## src/rtl/serial_rx_8_if.sv

```systemverilog
// rtl/serial_rx_8_if.sv - parallel word output handshake of the serial receiver
interface serial_rx_8_if #(
  parameter int WIDTH = 8
);
  logic [WIDTH-1:0] Data_Out;
  logic             Out_Valid;
  logic             Out_Ready;

  modport master (output Data_Out, output Out_Valid, input Out_Ready);
  modport slave  (input Data_Out, input Out_Valid, output Out_Ready);
endinterface

```

## src/rtl/serial_rx_8.sv

```systemverilog
// rtl/serial_rx_8.sv - serial-to-parallel receiver with one-entry output buffer
module serial_rx_8 #(
  parameter int WIDTH     = 8,
  parameter bit MSB_FIRST = 1'b0
) (
  input  logic                     Clk,
  input  logic                     Reset,
  input  logic                     Start,
  input  logic                     Bit_In,
  input  logic                     Bit_Valid,
  input  logic                     Clr_Overrun,
  output logic                     Busy,
  output logic [$clog2(WIDTH)-1:0] Bit_Count,
  output logic                     Overrun,
  serial_rx_8_if.master            out_bus
);
  localparam int            CW   = $clog2(WIDTH);
  localparam logic [CW-1:0] LAST = CW'(WIDTH - 1);

  typedef enum logic {IDLE = 1'b0, SHIFT = 1'b1} state_t;

  state_t           state, state_nxt;
  logic [WIDTH-1:0] sr, sr_shifted;
  logic             take_bit, complete, load;

  generate
    if (MSB_FIRST) begin : g_msb
      assign sr_shifted = {sr[WIDTH-2:0], Bit_In};
    end else begin : g_lsb
      assign sr_shifted = {Bit_In, sr[WIDTH-1:1]};
    end
  endgenerate

  always_ff @(posedge Clk) begin
    if (Reset) state <= IDLE;
    else       state <= state_nxt;
  end

  // Start always wins over a bit arriving in the same cycle, including a completing one.
  always_comb begin
    state_nxt = state;
    take_bit  = 1'b0;
    complete  = 1'b0;
    case (state)
      IDLE: begin
        if (Start) state_nxt = SHIFT;
      end
      SHIFT: begin
        if (!Start && Bit_Valid) begin
          take_bit = 1'b1;
          if (Bit_Count == LAST) begin
            complete  = 1'b1;
            state_nxt = IDLE;
          end
        end
      end
      default: state_nxt = IDLE;
    endcase
  end

  // A finished word may replace the buffered one only if that one drains this same edge.
  assign load = complete && (!out_bus.Out_Valid || out_bus.Out_Ready);
  assign Busy = (state == SHIFT);

  always_ff @(posedge Clk) begin
    if (Reset) begin
      sr                <= '0;
      Bit_Count         <= '0;
      out_bus.Data_Out  <= '0;
      out_bus.Out_Valid <= 1'b0;
      Overrun           <= 1'b0;
    end else begin
      if (Start) begin
        sr        <= '0;
        Bit_Count <= '0;
      end else if (take_bit) begin
        sr        <= sr_shifted;
        Bit_Count <= complete ? '0 : Bit_Count + 1'b1;
      end

      if (load) begin
        out_bus.Data_Out  <= sr_shifted;
        out_bus.Out_Valid <= 1'b1;
      end else if (out_bus.Out_Valid && out_bus.Out_Ready) begin
        out_bus.Out_Valid <= 1'b0;
      end

      if (complete && !load) Overrun <= 1'b1;
      else if (Clr_Overrun)  Overrun <= 1'b0;
    end
  end
endmodule

```

## src/flat_wrapper.sv

```systemverilog
// flat-port wrapper written by rule: the top's interface ports become plain ports
module serial_rx_8_flat 
#(
  parameter int WIDTH     = 8,
  parameter bit MSB_FIRST = 1'b0
)
  (Clk, Reset, Start, Bit_In, Bit_Valid, Clr_Overrun, Busy, Bit_Count, Overrun, out_bus_Data_Out, out_bus_Out_Valid, out_bus_Out_Ready);
  serial_rx_8_if #(.WIDTH(WIDTH)) out_bus_i ();
  input  logic Clk;
  input  logic Reset;
  input  logic Start;
  input  logic Bit_In;
  input  logic Bit_Valid;
  input  logic Clr_Overrun;
  output logic Busy;
  output logic [$clog2(WIDTH)-1:0] Bit_Count;
  output logic Overrun;
  output wire logic [$bits(out_bus_i.Data_Out)-1:0] out_bus_Data_Out;
  output wire logic [$bits(out_bus_i.Out_Valid)-1:0] out_bus_Out_Valid;
  input wire logic [$bits(out_bus_i.Out_Ready)-1:0] out_bus_Out_Ready;
  assign out_bus_Data_Out = out_bus_i.Data_Out;
  assign out_bus_Out_Valid = out_bus_i.Out_Valid;
  assign out_bus_i.Out_Ready = out_bus_Out_Ready;
  serial_rx_8 #(.WIDTH(WIDTH), .MSB_FIRST(MSB_FIRST)) u_core (.Clk(Clk), .Reset(Reset), .Start(Start), .Bit_In(Bit_In), .Bit_Valid(Bit_Valid), .Clr_Overrun(Clr_Overrun), .Busy(Busy), .Bit_Count(Bit_Count), .Overrun(Overrun), .out_bus(out_bus_i));
endmodule
```

## config.mk

```make
export PLATFORM = sky130hd
export DESIGN_NAME = serial_rx_8_flat
export DESIGN_NICKNAME = d
export VERILOG_FILES = /design/src/rtl/serial_rx_8_if.sv /design/src/rtl/serial_rx_8.sv /design/src/flat_wrapper.sv
export SDC_FILE = /design/constraint.sdc
export NUM_CORES = 1
export LEC_CHECK = 0
export CORE_MARGIN = 2
export CORE_UTILIZATION = 53
export CTS_BUF_LIST = sky130_fd_sc_hd__clkbuf_4
export DETAILED_ROUTE_END_ITERATION = 7
export PLACE_DENSITY = 0.9
export REMOVE_ABC_BUFFERS = 1
export SLEW_MARGIN = 20
export SYNTH_ARGS = -nofsm -noshare
export SYNTH_HDL_FRONTEND = slang
export SYNTH_SLANG_ARGS = --single-unit
```

## constraint.sdc

```tcl
create_clock -name Clk -period 2.2 [get_ports Clk]
set_clock_uncertainty 0.2 [all_clocks]
set_input_delay 0.33 -clock Clk [delete_from_list [all_inputs] [get_ports Clk]]
set_output_delay 0.33 -clock Clk [all_outputs]
set_load 0.03 [all_outputs]
```

==> results.cfg <==
[clock_tree]
clock_latency_ps = 300
clk_path_buf_depth = 2
htree_levels = 1
cts_root_buf = clkbuf_4
post-cts-setup-buffer-count = 0
cts_resized = 0
clk_pin_slew_ps = 110
cts_hold_buf = 0
clock-sinks = 21
cts_tree = built
cts_buffers = 3

[yosys]
synth_area_leaders = dfxtp_1, nand2b_1, mux2i_1
synth_edf_count = 0
syn_area_per_cell_um2 = 9.11
yosys.cell_types.count = 16
syn-cell-area_um2 = 866
ys_ff_latch = 21
yosys.area.top_type = dfxtp_1
yosys_most_used_dff = dfxtp_1
yosysWarnings = 0
async_flop_share_pct = 0
synth_top_area_share_pct = 48.6
yosys.cell_count.top_type = dfxtp_1
synthCells = 95
yosysSeqAreaShare_pct = 48.6
synth_top_cells_by_count = dfxtp_1, nand2_1, nand2b_1

[worst_setup_path]
cp_top_family = buffers and inverters
cp_slowest_cell = clkdlybuf4s50_1
path_cells = clkdlybuf4s50_1
crit_buf_inv = 1
worstPathArrival_ps = 1390
cp-start-kind = flip-flop
max_stage_delay_ps = 690
path_class = flip-flop to primary output
cp_max_fo = 4
setup.worst_path.end_class = primary output
critPathRequiredTime_ps = 1670

[timing]
finalCritPeriodShare_pct = 87.4
timing_max_transition_violations_final = 0
final_hold_viol_count = 0
rsz0062_at_grt = false
fmax_ghz = 0.520
setup_violations = 0
worst_slew_pin_slew_ps = 489
tns_ps = 0
slew_headroom_pct = 67.4
period_needed_ps = 1920

[layout]
diodes = 0
fill_cells = 114
final_nets = 126
syn_to_final_growth_pct = 27.3
drive_gt1_share_pct = 6.90
fin_area_mm2 = 0.00110

[floorplan]
dieArea_mm2 = 0.00197
rows = 14
pin_count = 21
die_y_um = 44.4
start_util_pct = 56.8
die_width_um = 44.4
core-area_mm2 = 0.00152

[global_routing]
grt_max_degree = 21
first_global_vias = 610
antenna_found_initial = 0
track_usage_pct = 18.3
grt_overflow = 0
grt_pass1_wl_um = 2550

[drt]
num_vias = 680
avgViaCountPerCell = 5.15
postRouteAntennaNets = 0
avgRoutedWirePerCell_um = 11.5
drtIter0Drc = 12
routed_wl_um = 1520
drc = 0
dr.pass1.iters = 4

[power]
ir_drop_mv = 0.512
power.density_mw_per_mm2 = 550
p_leak_nw = 0.369

[hold_path]
hp-class = flip-flop to flip-flop

[place]
place_area_mm2 = 0.00107
numPortBuffers = 20
hpwl_um = 1050
finalWeightedCongestion = 0.736

[run]
maxCapViolations = 0

[run_status]
outcome = complete, no violations
-- cells by family (layout without fill, tap and decap cells) --
group	count (synthesis)	in the layout	share of synthesized area [%]
simple gates	45	45	27.5
flops	21	21	48.6
compound gates	13	13	7.95
mux	8	8	9.25
buf+inv	6	27	3.90
fa+ha+maj	2	2	2.89
-- worst paths after layout --
| path | end | slack, ps | cells after the start | startpoint |
|---|---|---|---|---|
| worst max-delay path | Bit_Count[0] | 280 | 1 | u_core.Bit_Count[0] |
| worst min-delay path | u_core.sr[1] | 270 | 2 | u_core.sr[1] |
| worst max register to register | u_core.out_bus.Data_Out[2] | 410 | 4 | u_core.Bit_Count[0] |
| worst min register to register | u_core.sr[1] | 270 | 2 | u_core.sr[1] |
-- placed cells by master (no fill, tap or decap), drive strengths merged, types with 2 or more instances in the layout --
| master | count |
|---|---|
| dfxtp | 21 |
| clkdlybuf4s50 | 20 |
| nand2 | 19 |
| nand2b | 18 |
| a21oi | 12 |
| mux2i | 8 |
| nand3b | 3 |
| clkbuf | 3 |
| buf | 3 |
| ha | 2 |
-- power by group --
part | total (W) | internal [W] | switching, W | leakage (nW)
sequential | 0.000384 | 0.000382 | 0.00000164 | 0.169
clock | 0.000182 | 0.0000678 | 0.000114 | 0.0177
combinational | 0.0000410 | 0.0000225 | 0.0000184 | 0.182
total | 0.000606 | 0.000472 | 0.000134 | 0.369
-- final cells by class --
cell class | count | area [um^2] | share of cell area, %
Sequential cell | 21 | 420 | 38.1
Multi-Input combinational cell | 68 | 412 | 37.3
Timing Repair Buffer | 23 | 223 | 20.2
Clock buffer | 3 | 22.5 | 2.04
Tap cell | 16 | 20.0 | 1.82
Clock inverter | 1 | 5.00 | 0.454
-- flip-flops by register name, summed over array words and instances (netlist names) --
signal / count
u_core.Busy: 1
u_core.out_bus.Out_Valid: 1
u_core.Overrun: 1
u_core.Bit_Count: 3
u_core.out_bus.Data_Out: 8
u_core.sr: 7
-- layer usage --
metal	vias up	GRT usage, %	share of wire (%)
li1	353	-	-
met1	304	22.3	47
met2	19	28.2	46
met3	4	4.08	4.2
met4	0	13.3	2.4
met5	-	0	0
-- per-stage QoR --
step / std cells / setup slack (ps) / utilization, % / power (W) / hold slack, ps
2_1_floorplan: 89 / 412 / - / 0.000409 / 199
3_3_place_gp: 128 / 227 / 70.5 / 0.000433 / 244
3_5_place_dp: 128 / 212 / 70.5 / 0.000433 / 249
4_1_cts: 132 / 275 / 72.3 / 0.000610 / 265
5_1_grt: 132 / 207 / 72.3 / 0.000630 / 280
6_report: 132 / 277 / 72.3 / 0.000606 / 267
No activity file was read; power rests on OpenSTA's default activity.
